## config.mk

```make
export PLATFORM = sky130hd
export DESIGN_NAME = pipe_ctrl_unit
export DESIGN_NICKNAME = d
export VERILOG_FILES = /design/src/rtl/pipe_ctrl_unit.sv
export SDC_FILE = /design/constraint.sdc
export NUM_CORES = 1
export LEC_CHECK = 0
export BUFFER_PORTS_ARGS = -buffer_cell sky130_fd_sc_hd__buf_2
export CELL_PAD_IN_SITES_DETAIL_PLACEMENT = 0
export CELL_PAD_IN_SITES_GLOBAL_PLACEMENT = 1
export CORE_MARGIN = 2
export CORE_UTILIZATION = 37
export DETAILED_ROUTE_END_ITERATION = 10
export GPL_TIMING_DRIVEN = 0
export HOLD_SLACK_MARGIN = 0.05
export PLACE_DENSITY_LB_ADDON = 0.3
export SETUP_SLACK_MARGIN = 0.2
export SYNTH_ARGS = -nofsm -noshare
export SYNTH_HDL_FRONTEND = slang
export SYNTH_SLANG_ARGS = --single-unit
```

## constraint.sdc

```tcl
create_clock -name clk -period 2.54 [get_ports clk]
set_clock_uncertainty 0.1 [all_clocks]
set_input_delay 0.127 -clock clk [delete_from_list [all_inputs] [get_ports clk]]
set_output_delay 0.127 -clock clk [all_outputs]
set_load 0.02 [all_outputs]
```

## src/rtl/pipe_ctrl_unit.sv

```systemverilog
`default_nettype none
// ============================================================================
// Module      : pipe_ctrl_unit
// Description : Pipelined main-decoder / control unit for a 5-stage core.
//               Decodes the ID-stage opcode into EX/MEM/WB control words and
//               carries them through the ID/EX, EX/MEM and MEM/WB registers.
//               Generates the load-use stall, branch/jump flush and the
//               data-memory wait freeze.
// Ports       : clk, reset (async, active-high)
//               id_*            : IF/ID instruction fields and valid
//               ex_branch_taken : EX resolved a taken branch/jump
//               mem_ready       : data memory completes its access this cycle
//               stall_if_id / flush_if_id / illegal_op : combinational
//               ex_* / mem_* / wb_* : registered stage control words
// Revision    : 1.0  initial release
// ============================================================================
module pipe_ctrl_unit #(
    parameter int REG_ADDR_W = 5,
    parameter int ALUOP_W    = 2
) (
    input  logic                  clk,
    input  logic                  reset,
    input  logic                  id_valid,
    input  logic [6:0]            id_opcode,
    input  logic [REG_ADDR_W-1:0] id_rs1,
    input  logic [REG_ADDR_W-1:0] id_rs2,
    input  logic [REG_ADDR_W-1:0] id_rd,
    input  logic                  ex_branch_taken,
    input  logic                  mem_ready,
    output logic                  stall_if_id,
    output logic                  flush_if_id,
    output logic                  illegal_op,
    output logic                  ex_valid,
    output logic                  ex_alu_src,
    output logic                  ex_branch,
    output logic                  ex_jump,
    output logic [ALUOP_W-1:0]    ex_alu_op,
    output logic [REG_ADDR_W-1:0] ex_rd,
    output logic                  mem_valid,
    output logic                  mem_read,
    output logic                  mem_write,
    output logic [REG_ADDR_W-1:0] mem_rd,
    output logic                  wb_valid,
    output logic                  wb_reg_write,
    output logic [1:0]            wb_mem_to_reg,
    output logic [REG_ADDR_W-1:0] wb_rd
);

    localparam logic [6:0] c_OP_R     = 7'b0110011;
    localparam logic [6:0] c_OP_RW    = 7'b0111011;
    localparam logic [6:0] c_OP_I     = 7'b0010011;
    localparam logic [6:0] c_OP_IW    = 7'b0011011;
    localparam logic [6:0] c_OP_LOAD  = 7'b0000011;
    localparam logic [6:0] c_OP_STORE = 7'b0100011;
    localparam logic [6:0] c_OP_BR    = 7'b1100011;
    localparam logic [6:0] c_OP_JAL   = 7'b1101111;
    localparam logic [6:0] c_OP_JALR  = 7'b1100111;

    // ---------------------------------------------------------------- decode
    logic                  w_legal;
    logic                  w_rs1_used;
    logic                  w_rs2_used;
    logic                  w_alu_src;
    logic                  w_reg_write;
    logic                  w_mem_read;
    logic                  w_mem_write;
    logic                  w_branch;
    logic                  w_jump;
    logic [1:0]            w_mem_to_reg;
    logic [ALUOP_W-1:0]    w_alu_op;
    logic [REG_ADDR_W-1:0] w_rd;

    // Fields stay zero unless id_valid carries a legal opcode, so the decoded
    // word is already a bubble for empty or illegal instructions.
    always_comb begin
        w_legal      = 1'b0;
        w_rs1_used   = 1'b0;
        w_rs2_used   = 1'b0;
        w_alu_src    = 1'b0;
        w_reg_write  = 1'b0;
        w_mem_read   = 1'b0;
        w_mem_write  = 1'b0;
        w_branch     = 1'b0;
        w_jump       = 1'b0;
        w_mem_to_reg = 2'b00;
        w_alu_op     = '0;
        if (id_valid) begin
            unique case (id_opcode)
                c_OP_R, c_OP_RW: begin
                    w_legal = 1'b1; w_rs1_used = 1'b1; w_rs2_used = 1'b1;
                    w_reg_write = 1'b1; w_alu_op[1:0] = 2'b10;
                end
                c_OP_I, c_OP_IW: begin
                    w_legal = 1'b1; w_rs1_used = 1'b1;
                    w_alu_src = 1'b1; w_reg_write = 1'b1; w_alu_op[1:0] = 2'b11;
                end
                c_OP_LOAD: begin
                    w_legal = 1'b1; w_rs1_used = 1'b1;
                    w_alu_src = 1'b1; w_reg_write = 1'b1; w_mem_read = 1'b1;
                    w_mem_to_reg = 2'b01;
                end
                c_OP_STORE: begin
                    w_legal = 1'b1; w_rs1_used = 1'b1; w_rs2_used = 1'b1;
                    w_alu_src = 1'b1; w_mem_write = 1'b1;
                end
                c_OP_BR: begin
                    w_legal = 1'b1; w_rs1_used = 1'b1; w_rs2_used = 1'b1;
                    w_branch = 1'b1; w_alu_op[1:0] = 2'b01;
                end
                c_OP_JAL: begin
                    w_legal = 1'b1;
                    w_reg_write = 1'b1; w_jump = 1'b1; w_mem_to_reg = 2'b10;
                end
                c_OP_JALR: begin
                    w_legal = 1'b1; w_rs1_used = 1'b1;
                    w_alu_src = 1'b1; w_reg_write = 1'b1; w_jump = 1'b1;
                    w_mem_to_reg = 2'b10;
                end
                default: w_legal = 1'b0;
            endcase
        end
    end

    assign w_rd = w_legal ? id_rd : '0;

    // ---------------------------------------------------------- stage regs
    logic                  r_ex_valid, r_ex_alu_src, r_ex_branch, r_ex_jump;
    logic                  r_ex_reg_write, r_ex_mem_read, r_ex_mem_write;
    logic [1:0]            r_ex_mem_to_reg;
    logic [ALUOP_W-1:0]    r_ex_alu_op;
    logic [REG_ADDR_W-1:0] r_ex_rd;

    logic                  r_mem_valid, r_mem_reg_write, r_mem_read, r_mem_write;
    logic [1:0]            r_mem_mem_to_reg;
    logic [REG_ADDR_W-1:0] r_mem_rd;

    logic                  r_wb_valid, r_wb_reg_write;
    logic [1:0]            r_wb_mem_to_reg;
    logic [REG_ADDR_W-1:0] r_wb_rd;

    // ------------------------------------------------------------- hazards
    logic w_freeze;
    logic w_flush;
    logic w_loaduse;

    assign w_freeze  = r_mem_valid & (r_mem_read | r_mem_write) & ~mem_ready;
    assign w_flush   = r_ex_valid & (r_ex_branch | r_ex_jump) & ex_branch_taken;
    assign w_loaduse = id_valid & r_ex_valid & r_ex_mem_read & (r_ex_rd != '0) &
                       (((r_ex_rd == id_rs1) & w_rs1_used) |
                        ((r_ex_rd == id_rs2) & w_rs2_used));

    // Gated with reset so the combinational outputs read 0 while reset is high.
    assign stall_if_id = ~reset & (w_freeze | (~w_flush & w_loaduse));
    assign flush_if_id = ~reset & ~w_freeze & w_flush;
    assign illegal_op  = ~reset & id_valid & ~w_legal;

    always_ff @(posedge clk or posedge reset) begin
        if (reset) begin
            r_ex_valid  <= 1'b0; r_ex_alu_src   <= 1'b0; r_ex_branch    <= 1'b0;
            r_ex_jump   <= 1'b0; r_ex_reg_write <= 1'b0; r_ex_mem_read  <= 1'b0;
            r_ex_mem_write <= 1'b0; r_ex_mem_to_reg <= 2'b00;
            r_ex_alu_op <= '0;   r_ex_rd <= '0;
            r_mem_valid <= 1'b0; r_mem_reg_write <= 1'b0; r_mem_read <= 1'b0;
            r_mem_write <= 1'b0; r_mem_mem_to_reg <= 2'b00; r_mem_rd <= '0;
            r_wb_valid  <= 1'b0; r_wb_reg_write <= 1'b0;
            r_wb_mem_to_reg <= 2'b00; r_wb_rd <= '0;
        end else if (w_freeze) begin
            // ID/EX and EX/MEM hold; the stalled access must not retire.
            r_wb_valid  <= 1'b0; r_wb_reg_write <= 1'b0;
            r_wb_mem_to_reg <= 2'b00; r_wb_rd <= '0;
        end else begin
            r_wb_valid      <= r_mem_valid;
            r_wb_reg_write  <= r_mem_reg_write;
            r_wb_mem_to_reg <= r_mem_mem_to_reg;
            r_wb_rd         <= r_mem_rd;

            r_mem_valid      <= r_ex_valid;
            r_mem_reg_write  <= r_ex_reg_write;
            r_mem_read       <= r_ex_mem_read;
            r_mem_write      <= r_ex_mem_write;
            r_mem_mem_to_reg <= r_ex_mem_to_reg;
            r_mem_rd         <= r_ex_rd;

            if (w_flush || w_loaduse) begin
                r_ex_valid  <= 1'b0; r_ex_alu_src   <= 1'b0; r_ex_branch    <= 1'b0;
                r_ex_jump   <= 1'b0; r_ex_reg_write <= 1'b0; r_ex_mem_read  <= 1'b0;
                r_ex_mem_write <= 1'b0; r_ex_mem_to_reg <= 2'b00;
                r_ex_alu_op <= '0;   r_ex_rd <= '0;
            end else begin
                r_ex_valid      <= w_legal;
                r_ex_alu_src    <= w_alu_src;
                r_ex_branch     <= w_branch;
                r_ex_jump       <= w_jump;
                r_ex_reg_write  <= w_reg_write;
                r_ex_mem_read   <= w_mem_read;
                r_ex_mem_write  <= w_mem_write;
                r_ex_mem_to_reg <= w_mem_to_reg;
                r_ex_alu_op     <= w_alu_op;
                r_ex_rd         <= w_rd;
            end
        end
    end

    assign ex_valid      = r_ex_valid;
    assign ex_alu_src    = r_ex_alu_src;
    assign ex_branch     = r_ex_branch;
    assign ex_jump       = r_ex_jump;
    assign ex_alu_op     = r_ex_alu_op;
    assign ex_rd         = r_ex_rd;
    assign mem_valid     = r_mem_valid;
    assign mem_read      = r_mem_read;
    assign mem_write     = r_mem_write;
    assign mem_rd        = r_mem_rd;
    assign wb_valid      = r_wb_valid;
    assign wb_reg_write  = r_wb_reg_write;
    assign wb_mem_to_reg = r_wb_mem_to_reg;
    assign wb_rd         = r_wb_rd;

endmodule
`default_nettype wire

```

* Word level (Yosys, flattened, before mapping)
Index checks and enable logic that the tools add are counted.
** Word-level totals
- Register bits :: 36
- Bits of input ports :: 27
- Output and inout port bits :: 31
- Logic and storage cells :: 103
** Cells by class
- Equality and inequality tests :: 11
- Muxes and demuxes :: 37
- Bitwise gates (word level) :: 25
- Reductions and logical operators :: 10
** Operators by type and width (count)
- $mux 1 :: 27
- $eq 7x6->1 const B :: 3
- $eq 7x7->1 const B :: 3
- $and 1x1->1 :: 16
- $mux 5 :: 3
- $eq 7x5->1 const B :: 2
- $eq 5x5->1 :: 2
- $mux 2 :: 5
- $reduce_or 9->1 :: 1
- $reduce_or 8->1 :: 1
- $eq 7x2->1 const B :: 1
- $reduce_or 7->1 :: 1
- $pmux 2 s3 :: 1
- $reduce_or 2->1 :: 3
- $not 1->1 :: 5
- $reduce_bool 5->1 :: 1
- $reduce_or 5->1 :: 1
- $or 1x1->1 :: 4
- $pmux 2 s2 :: 1
- $reduce_or 4->1 :: 1
- $logic_or 1x1->1 :: 1

* Depth between registers and ports, before layout
Gate-level depths: netlist of run 1.
- Word-level depth :: 10
- Mapped depth :: 8
- Gate-level depth less buffers :: 5

* Worst setup path before layout of run 1
No wires, ideal clock.
- Path kind :: flip-flop to flip-flop
- From :: register r_mem_write, in the netlist mem_write
- To :: register r_ex_rd[0], in the netlist ex_rd[0]
- Library setup time :: 122 ps
- Data arrival time :: 1784 ps
- Data required time :: 2318 ps
- Slack :: 535 ps
- Cell stages (with the launch flop) :: 9
- Buffers on the path :: 3
- Period minus slack after synthesis :: 2005 ps
- Cells stage by stage :: dfrtp_1 -> nor2_1 -> or3b_1 -> buf_6 -> and3_4 -> buf_6 -> and2_4 -> buf_6 -> a32o_1
** Between the ends
- Cells in the longest elaborated chain, start to end :: 3
** RTL lines
- from (decl) :: RTL line 133 : logic r_mem_valid, r_mem_reg_write, r_mem_read, r_mem_write;
- from (signal assigned) :: RTL line 180 : r_mem_write <= r_ex_mem_write;
- $or 1x1->1 :: RTL line 146 : assign w_freeze = r_mem_valid & (r_mem_read | r_mem_write) & ~mem_ready;
- $and 1x1->1 (2 in series) :: RTL line 146
- to (signal assigned) :: RTL line 199 : r_ex_rd <= w_rd;
- to (decl) :: RTL line 131 : logic [REG_ADDR_W-1:0] r_ex_rd;
No other way between the ends.
A chain may end at the register's enable or synchronous reset.

* Final worst setup path of run 1
- From :: register r_mem_write, in the netlist mem_write
- To :: output port flush_if_id
** Between the ends
- Cells in the longest elaborated chain, start to end :: 6
** RTL lines
- $or 1x1->1 :: RTL line 146
- $and 1x1->1 (2 in series) :: RTL line 146
- $not 1->1 :: RTL line 154 : assign flush_if_id = ~reset & ~w_freeze & w_flush;
- $and 1x1->1 (2 in series) :: RTL line 154
- to (decl) :: RTL line 31 : output logic flush_if_id,
No other way between the ends.

==> results.yml, run 1 <==
logic_synthesis:
  synth_fa_ha_area_frac: 0
  synth_top_family_by_area: "simple AND/OR/NAND/NOR gates"
  synth_mux_area_frac: 0.0664
  synth_edf_count: 0
  synth_seq_cells: 36
  ys_warn_count: 0
  synth_top_area_share: 0.531
  synth_top_area_cell: "dfrtp_1"
  synth_area_leaders: "dfrtp_1 (53%), mux2_2 (6.6%), and2_1 (3.7%)"
  synth_ff_type: "dfrtp_1"
  synthArstFlopShare: 1.00
  avgSynthCellArea_um2: 10.9
  synthDistinctLibCells: 36
  synth-compound-area-share: 0.119
  synthSimpleGateAreaFrac: 0.193
  netlist_instances: 155
  ys_seq_area_frac: 0.531
  syn_nets: 182
  synth_area_um2: 1700
  synthXorXnorAreaFrac: 0.0516
drt:
  drtIter0Drc: 80
  drt-pass1-iter-count: 4
  viasPerCell: 5.06
  wirelength_um: 3870
  ant_nets: 0
  num_vias: 1406
  wl_per_cell_um: 13.9
  drc: 0
cells_and_area:
  syn_to_final_growth_pct: 31.6
  multi_input_area_um2: 743
  fin_nets: 252
  final-seq-area_um2: 901
  antenna_cells: 0
  drive_gt1_frac: 0.358
  nFillCells: 424
sta:
  hold_viol_final: 0
  timing.fmax_mhz: 460
  fin_crit_sh: 0.855
  final-max-slew-violation-count: 0
  rsz0062_at_grt: "false"
  final.setup.tns_ns: 0
  tightest_slew_ns: 0.743
  max_slew_margin: 0.504
  setup_viol: 0
  hold_ws_ns: 0.0566
  final.min_clock_period_ns: 2.17
floorplanning:
  rows: 24
  fp.dieArea_um2: 5140
  core_area_um2: 4380
  die_y_um: 71.7
  fp.dieW_um: 71.7
  io_pins: 58
  start_util: 0.387
clock_tree:
  path_clk_slew_ns: 0.07
  clk_path_buf_depth: 2
  clock_sinks: 36
  cts_root_buffer: "clkbuf_8"
  cts-htree-levels: 2
  cts_tree: "built"
  clk_latency_ns: 0.28
  cts_buffers: 5
  cts_setup_buffers: 0
power:
  power_density_nw_per_um2: 496
  clock_power_share: 0.369
  power.switching_mw: 0.253
  p_int_mw: 0.853
  switching_share: 0.229
  pwr-share-comb: 0.101
  vdd_drop_max_mv: 0.159
  power_frac_seq: 0.530
  p_leak_nw: 1.16
worst_setup_path:
  required_ns: 2.31
  end_kind: "output port"
  crit_type: "reg2out"
  cp_slowest_cell: "nor3b_1"
  crit_path_max_fanout: 10
  critPathArrivalTime_ns: 1.95
  cp_cell_sequence: "nor2_1 -> nor3b_1 -> clkbuf_1 -> nor3_1 -> buf_2"
  slowest_delay_ns: 0.55
  start_kind: "flip-flop"
global_routing:
  grt_antenna_before_repair: 0
  grt_start_max_net_pins: 22
  overflow: 0
  gr-usage-met3: 0.0478
  grt-busiest-layer: "met2"
  grt_pass1_wl_um: 6300
  gr-usage-met2: 0.245
  grt_pass1_vias: 1348
  grt_use_total: 0.160
  grt_use_met1: 0.217
place:
  io_buffer_count: 56
  place.gp.congestion: 0.858
  dp_hpwl_um: 2870
run_status:
  outcome: "completed"
hold_path:
  min_path_type: "in2reg"
job:
  cap_violations: 0
==> critical path, delay by kind of cell (launching register included) <==
family	cells	cell delay, ns
simple gates	3	0.71
flops	1	0.38
buf+inv	2	0.58
==> what timing repair did <==
item,CTS,global route
endpoints found under the setup margin,0,1
hold buffers,6,0
gates resized for setup,0,2
hold endpoints to repair,20,0
==> per-layer routing <==
metal	vias up	part of all wire
met5	-	0
met4	0	0.015
met3	6	0.057
met2	45	0.45
met1	666	0.47
li1	689	-
==> Yosys cell counts, drive strengths merged, types with 2 or more instances <==
cell,count
nand2,12
a21oi,3
mux2,10
nor2,7
nor3,3
nand3,5
xor2,6
buf,4
nor3b,2
nor4,2
clkbuf,4
xnor2,4
o21ai,13
inv,3
dfrtp,36
and2,11
o21a,2
a32o,5
and3,4
nand4,5
o211ai,3
==> power groups by stage <==
stage	Clock [mW]	Combinational, mW	Sequential, mW
2_1_floorplan	0	0.0482	0.604
3_3_place_gp	0	0.0992	0.597
3_5_place_dp	0	0.104	0.597
4_1_cts	0.418	0.111	0.586
5_1_grt	0.442	0.124	0.587
6_report	0.409	0.112	0.586
==> area by class of cell <==
cell class	instances	area share
Clock buffer	8	0.0404
Inverter	3	0.00504
Multi-Input combinational cell	108	0.333
Timing Repair Buffer	63	0.165
Sequential cell	36	0.404
Buffer	8	0.0241
Tap cell	52	0.0291
==> stage by stage <==
stage          cell area [um2]  std cells  total power [mW]  worst slack, ns  utilization
6_report                  2230        278              1.11            0.367        0.509
5_1_grt                   2230        278              1.15            0.217        0.509
4_1_cts                   2220        278              1.12            0.352        0.506
3_5_place_dp              2070        264             0.701            0.506        0.472
3_3_place_gp              2040        263             0.696            0.584        0.466
2_1_floorplan             1700        155             0.652            0.535            -
==> path summary, 6_finish.rpt <==
kind | startpoint | end | slack, ns | cells past startpoint
worst max register to register | mem_write$_DFFE_PP0N_ | mem_write$_DFFE_PP0N_ | 0.50 | 4
worst min-delay path | id_opcode[6] | ex_branch$_DFFE_PP0N_ | 0.06 | 3
worst max-delay path | mem_write$_DFFE_PP0N_ | flush_if_id | 0.37 | 5
worst min register to register | r_ex_mem_to_reg[1]$_DFFE_PP0N_ | r_ex_mem_to_reg[1]$_DFFE_PP0N_ | 0.38 | 2
max in group asynchronous | reset | wb_mem_to_reg[1]$_DFF_PP0_ | 1.35 | 4
min in group asynchronous | reset | ex_alu_op[0]$_DFFE_PP0N_ | 0.44 | 3
==> cell usage in the layout, fill, tap and decap left out, types with 2 or more instances in the layout <==
| master | synthesis | layout |
|---|---|---|
| buf_6 | 3 | 3 |
| a21oi_1 | 3 | 3 |
| xor2_1 | 6 | 6 |
| nor2_1 | 7 | 7 |
| and3_1 | 3 | 3 |
| mux2_2 | 10 | 10 |
| nand3_1 | 5 | 5 |
| dfrtp_1 | 36 | 36 |
| nand4_1 | 5 | 5 |
| o21a_1 | 2 | 2 |
| o211ai_1 | 3 | 3 |
| clkbuf_1 | 4 | 6 |
| buf_2 | 1 | 57 |
| xnor2_1 | 4 | 4 |
| nor3b_1 | 2 | 2 |
| nor3_1 | 3 | 3 |
| inv_1 | 3 | 3 |
| and2_1 | 10 | 10 |
| nand2_1 | 12 | 12 |
| nor4_2 | 0 | 2 |
| dlygate4sd3_1 | 0 | 6 |
| o21ai_0 | 12 | 12 |
| clkbuf_8 | 0 | 6 |
| a32o_1 | 5 | 5 |
==> kinds of logic after synthesis <==
kind of cell,Yosys count
and+or+nand+nor,58
DFF,36
AOI/OAI and AO/OA,30
buffers and inverters,11
xor gates and xnor gates,10
muxes,10
Power figures use the tool's default switching activity.
==> run 2, diff against run 1 <==
--- a/config.mk
+++ b/config.mk
@@ -6,10 +6,10 @@
 export NUM_CORES = 1
 export LEC_CHECK = 0
 export BUFFER_PORTS_ARGS = -buffer_cell sky130_fd_sc_hd__buf_2
-export CELL_PAD_IN_SITES_DETAIL_PLACEMENT = 0
-export CELL_PAD_IN_SITES_GLOBAL_PLACEMENT = 1
+export CELL_PAD_IN_SITES_DETAIL_PLACEMENT = 1
+export CELL_PAD_IN_SITES_GLOBAL_PLACEMENT = 2
 export CORE_MARGIN = 2
-export CORE_UTILIZATION = 37
+export CORE_UTILIZATION = 30
 export DETAILED_ROUTE_END_ITERATION = 10
 export GPL_TIMING_DRIVEN = 0
 export HOLD_SLACK_MARGIN = 0.05
==> run 2 against run 1 <==
  * Core utilization is 9.6 points lower
  * Sequential share of layout area decreased by 0.47 points
  * Power increased by 1.1%
  * Final area up 1.2%
  * Sequential power hardly changed
  * Register-to-register slack improved by 0.08 ns
  * Critical path depth is 1 higher
  * Critical path type unchanged
  * Combinational power about the same
  * Global-route usage down 1.4 points
==> results.yml, run 2 (synthesized netlist as in run 1, its figures left out) <==
run_status:
  outcome: "completed"
worst_setup_path:
  critPathArrivalTime_ns: 1.99
  r2r_cells: 8
  end_kind: "output port"
  required_ns: 2.31
  slowest_delay_ns: 0.47
  path_buf_inv: 1
  crit_type: "reg2out"
  cp_slowest_cell: "dfrtp_1"
  start_kind: "flip-flop"
  crit_path_max_fanout: 6
  crit_family: "simple AND/OR/NAND/NOR gates"
  crit_cells: 6
  cp_cell_sequence: "xor2_1 -> nor4_1 -> and3_1 -> o211ai_1 -> a21oi_1 -> buf_2"
power:
  power_density_nw_per_um2: 495
  total_power_mw: 1.12
  power.switching_mw: 0.270
  power_frac_seq: 0.524
  switching_share: 0.241
  p_int_mw: 0.848
  pwr-share-comb: 0.101
  vdd_drop_max_mv: 0.215
  clock_power_share: 0.375
  p_leak_nw: 1.17
floorplanning:
  io_pins: 58
  fp.dieW_um: 79.2
  die_y_um: 79.2
  core_area_um2: 5470
  start_util: 0.310
  fp.dieArea_um2: 6270
  rows: 27
clock_tree:
  cts_tree: "built"
  cts_root_buffer: "clkbuf_8"
  path_clk_slew_ns: 0.07
  clk_latency_ns: 0.29
  cts_buffers: 5
  cts_setup_buffers: 0
  clock_sinks: 36
  clk_path_buf_depth: 2
  cts-htree-levels: 2
cells_and_area:
  antenna_cells: 0
  final-seq-area_um2: 901
  fin_nets: 252
  syn_to_final_growth_pct: 33.1
  drive_gt1_frac: 0.367
  layout_common_cells: "buf_2 (57), dfrtp_1 (36), o21ai_0 (12), nand2_1 (12)"
  multi_input_area_um2: 742
  nFillCells: 648
  layout_commonest_cell: "buf_2"
global_routing:
  grt_antenna_before_repair: 0
  grt_pass1_wl_um: 7120
  grt_pass1_vias: 1459
  grt_start_max_net_pins: 23
  grt_use_total: 0.147
  overflow: 0
drt:
  drc: 0
  num_vias: 1439
  wl_per_cell_um: 14.5
  drt-pass1-iter-count: 4
  viasPerCell: 4.83
  drtIter0Drc: 61
  wirelength_um: 4340
  ant_nets: 0
sta:
  final-max-slew-violation-count: 0
  fin_crit_sh: 0.874
  setup_viol: 0
  final.min_clock_period_ns: 2.22
  rsz0062_at_grt: "true"
  final.setup.tns_ns: 0
  max_slew_margin: 0.529
  timing.fmax_mhz: 450
  layout_setup_ws_ns: 0.320
  hold_ws_ns: 0.0657
  tightest_slew_ns: 0.705
  hold_viol_final: 0
hold_path:
  min_delay_path_depth: 3
  min_path_type: "in2reg"
place:
  dp_hpwl_um: 3300
  place.gp.congestion: 0.799
  io_buffer_count: 56
  pre_cts_slack_ns: 0.464
job:
  cap_violations: 0
==> run 2: cell count changes in the layout (fill, tap and decap cells not counted), sizes merged <==
cell | previous run | this run
clkinv | 0 | 2
clkbuf | 12 | 10
==> run 2: area by class of cell <==
| cell class | instances | area share |
|---|---|---|
| flip-flops and latches | 36 | 0.399 |
| multi-input cells | 108 | 0.329 |
| repair buffers | 63 | 0.163 |
| well taps | 72 | 0.0399 |
| clock buffers | 6 | 0.0366 |
| plain buffers | 8 | 0.0238 |
| inverters | 3 | 0.00499 |
| clock inverters | 2 | 0.00443 |
==> run 2: power groups by stage <==
| stage | registers (mW) | logic, mW | clock network (mW) |
|---|---|---|---|
| 2_1_floorplan | 0.604 | 0.0482 | 0 |
| 3_3_place_gp | 0.597 | 0.101 | 0 |
| 3_5_place_dp | 0.597 | 0.107 | 0 |
| 4_1_cts | 0.586 | 0.114 | 0.432 |
| 5_1_grt | 0.587 | 0.126 | 0.455 |
| 6_report | 0.586 | 0.113 | 0.419 |
==> run 2: stage by stage <==
stage | std cells | cell area (um2) | util
CTS | 298 | 2250 | 0.411
global placement | 283 | 2070 | 0.378
finish | 298 | 2260 | 0.413
floorplan | 155 | 1700 | -
global route | 298 | 2260 | 0.413
detailed placement | 284 | 2090 | 0.383
==> run 2: timing repair <==
item                                    in CTS  in global routing
endpoints found under the hold margin       19                  0
endpoints found under the setup margin       0                  2
resized for setup                            0                  2
hold buffers                                 6                  0
==> run 2: worst paths after layout <==
path                                                  from                         end  slack [ns]
worst max-delay path                  ex_rd[4]$_DFFE_PP0N_                 stall_if_id        0.32
worst min-delay path                          id_opcode[6]       ex_branch$_DFFE_PP0N_        0.07
worst max register to register       mem_write$_DFFE_PP0N_        ex_rd[2]$_DFFE_PP0N_        0.58
worst min register to register  r_ex_mem_write$_DFFE_PP0N_  r_ex_mem_write$_DFFE_PP0N_        0.38
max in group asynchronous                            reset  wb_mem_to_reg[1]$_DFF_PP0_        1.37
min in group asynchronous                            reset        ex_rd[0]$_DFFE_PP0N_        0.42
==> run 2: metal layers <==
| layer | up-vias | wire length [um] | track usage | part of all wire |
|---|---|---|---|---|
| met4 | 0 | 64 | 0.0517 | 0.015 |
| met5 | - | 0 | 0 | 0 |
| met1 | 703 | 2020 | 0.197 | 0.47 |
| met2 | 39 | 2050 | 0.234 | 0.47 |
| li1 | 692 | - | - | - |
| met3 | 5 | 191 | 0.0318 | 0.044 |
==> run 2: tightest hold or removal path, stage by stage <==
cell and delay [ns]:
buf_2 0.14, nand4_1 0.08, o21ai_0 0.07
==> run 3, diff against run 2 <==
--- a/config.mk
+++ b/config.mk
@@ -14,7 +14,7 @@
 export GPL_TIMING_DRIVEN = 0
 export HOLD_SLACK_MARGIN = 0.05
 export PLACE_DENSITY_LB_ADDON = 0.3
-export SETUP_SLACK_MARGIN = 0.2
+export SETUP_SLACK_MARGIN = 0.5
 export SYNTH_ARGS = -nofsm -noshare
 export SYNTH_HDL_FRONTEND = slang
 export SYNTH_SLANG_ARGS = --single-unit
==> run 3 against run 2 <==
  * Count of clock-buffer cells in the layout unchanged
  * Final cell count increased by 2.3%
  * Clock power about the same
  * Worst setup slack improved by 0.077 ns
  * Sequential power about the same
  * Core utilization increased by 1.6 points
  * Register-to-register slack about the same
  * Combinational power increased by 5%
  * Global-route usage increased by 0.41 points
  * Non-clock buffer count increased by 7
  * Critical path depth unchanged
  * Critical path type unchanged
  * Largest cell class unchanged
  * Largest power group unchanged
==> results.yml, run 3 (synthesized netlist as in run 1, its figures left out) <==
floorplanning:
  rows: 27
  fp.dieArea_um2: 6270
  io_pins: 58
  start_util: 0.310
  fp.dieW_um: 79.2
  die_y_um: 79.2
  core_area_um2: 5470
power:
  power.switching_mw: 0.273
  total_power_mw: 1.12
  power_frac_seq: 0.521
  power_density_nw_per_um2: 479
  p_int_mw: 0.851
  switching_share: 0.243
  clock_power_share: 0.373
  p_leak_nw: 1.21
  vdd_drop_max_mv: 0.215
  pwr-share-comb: 0.106
hold_path:
  hold_end: "ex_branch$_DFFE_PP0N_"
  hold_start: "id_opcode[6]"
  min_path_type: "in2reg"
  min_delay_path_depth: 3
cells_and_area:
  layout_commonest_cell: "buf_2"
  fin_area_um2: 2340
  antenna_cells: 0
  syn_to_final_growth_pct: 38.1
  layout_common_cells: "buf_2 (56), dfrtp_1 (32), o21ai_0 (12), nand2_1 (12)"
  nFillCells: 644
  drive_gt1_frac: 0.421
  fin_nets: 259
drt:
  drtIter0Drc: 55
  ant_nets: 0
  viasPerCell: 4.87
  wl_per_cell_um: 14.8
  wirelength_um: 4520
  num_vias: 1486
  drc: 0
  drt-pass1-iter-count: 4
sta:
  timing.fmax_mhz: 467
  final.min_clock_period_ns: 2.14
  tightest_slew_ns: 0.712
  final.setup.tns_ns: 0
  rsz0062_at_grt: "true"
  final-max-slew-violation-count: 0
  max_slew_margin: 0.525
  fin_crit_sh: 0.844
  hold_viol_final: 0
  setup_viol: 0
global_routing:
  grt_antenna_before_repair: 0
  overflow: 0
  grt_pass1_vias: 1471
  grt_start_max_net_pins: 23
  grt_pass1_wl_um: 7330
  grt_use_total: 0.151
clock_tree:
  path_clk_slew_ns: 0.07
  clock_sinks: 36
  cts_tree: "built"
  clk_latency_ns: 0.29
  cts_root_buffer: "clkbuf_8"
  cts_buffers: 5
  cts-htree-levels: 2
  clk_path_buf_depth: 2
worst_setup_path:
  crit_type: "reg2out"
  crit_path_max_fanout: 5
  rrSetupSlack_ns: 0.58
  end_kind: "output port"
  r2r_cells: 8
  required_ns: 2.31
  start_kind: "flip-flop"
  r2r_start: "mem_write$_DFFE_PP0N_"
  reg2reg_to: "ex_rd[2]$_DFFE_PP0N_"
  critPathArrivalTime_ns: 1.92
place:
  placed_cell_area_um2: 2090
  io_buffer_count: 56
  place.gp.congestion: 0.799
  dp_hpwl_um: 3300
job:
  cap_violations: 0
run_status:
  outcome: "completed"
-- run 3: area by class of cell --
type / instances / area [um2] / area share
inverter: 3 / 11.3 / 0.00481
clock inverter: 2 / 10.0 / 0.00427
timing repair buffer: 70 / 427 / 0.182
multi-input combinational: 108 / 761 / 0.325
buffer: 8 / 56.3 / 0.0240
sequential: 36 / 906 / 0.387
tap: 72 / 90.1 / 0.0384
clock buffer: 6 / 82.6 / 0.0352
-- run 3: what timing repair did --
item | 4_1_cts | 5_1_grt
hold buffers | 6 | 0
endpoints found under the setup margin | 5 | 2
gates resized for setup | 9 | 5
hold endpoints to repair | 19 | 0
buffers inserted | 3 | 4
pin swaps | 5 | 4
-- run 3: how the worst max path moves through the flow --
stage,slack [ns],start,end
3_5_place_dp,0.46,mem_write$_DFFE_PP0N_,mem_read$_DFFE_PP0N_
5_1_grt,0.27,ex_rd[4]$_DFFE_PP0N_,stall_if_id
4_1_cts,0.47,ex_rd[0]$_DFFE_PP0N_,stall_if_id
2_1_floorplan,0.53,mem_write$_DFFE_PP0N_,ex_rd[0]$_DFFE_PP0N_
6_report,0.40,ex_rd[4]$_DFFE_PP0N_,stall_if_id
3_3_place_gp,0.55,ex_rd[4]$_DFFE_PP0N_,r_ex_mem_to_reg[0]$_DFFE_PP0N_
-- run 3: power by group through the flow --
stage               registers (mW)  logic, mW  clock network, mW
floorplan                    0.604     0.0482                  0
global placement             0.597      0.101                  0
detailed placement           0.597      0.107                  0
CTS                          0.586      0.118              0.432
global route                 0.586      0.132              0.455
finish                       0.585      0.119              0.419
-- run 3: routing by layer --
| metal | vias to the layer above | track usage | part of all wire |
|---|---|---|---|
| li1 | 705 | - | - |
| met4 | 0 | 0.0517 | 0.014 |
| met2 | 45 | 0.246 | 0.49 |
| met3 | 5 | 0.0307 | 0.046 |
| met5 | - | 0 | 0 |
| met1 | 731 | 0.199 | 0.45 |
-- run 3: worst max-delay path, cell delays in order (launching register included) --
cell and delay, ns:
dfrtp_2 0.46, xnor2_1 0.18, nand4_1 0.18, nor4_4 0.33
o211ai_1 0.14, a21oi_2 0.20, buf_6 0.14
-- run 3: through the flow --
stage	worst slack (ns)	std cells	hold WS, ns	utilization
after floorplan	0.535	155	0.176	-
after global placement	0.554	283	0.283	0.378
after detailed placement	0.464	284	0.203	0.383
after CTS	0.467	301	0.0511	0.420
after global routing	0.268	305	0.0726	0.428
final	0.397	305	0.0658	0.428
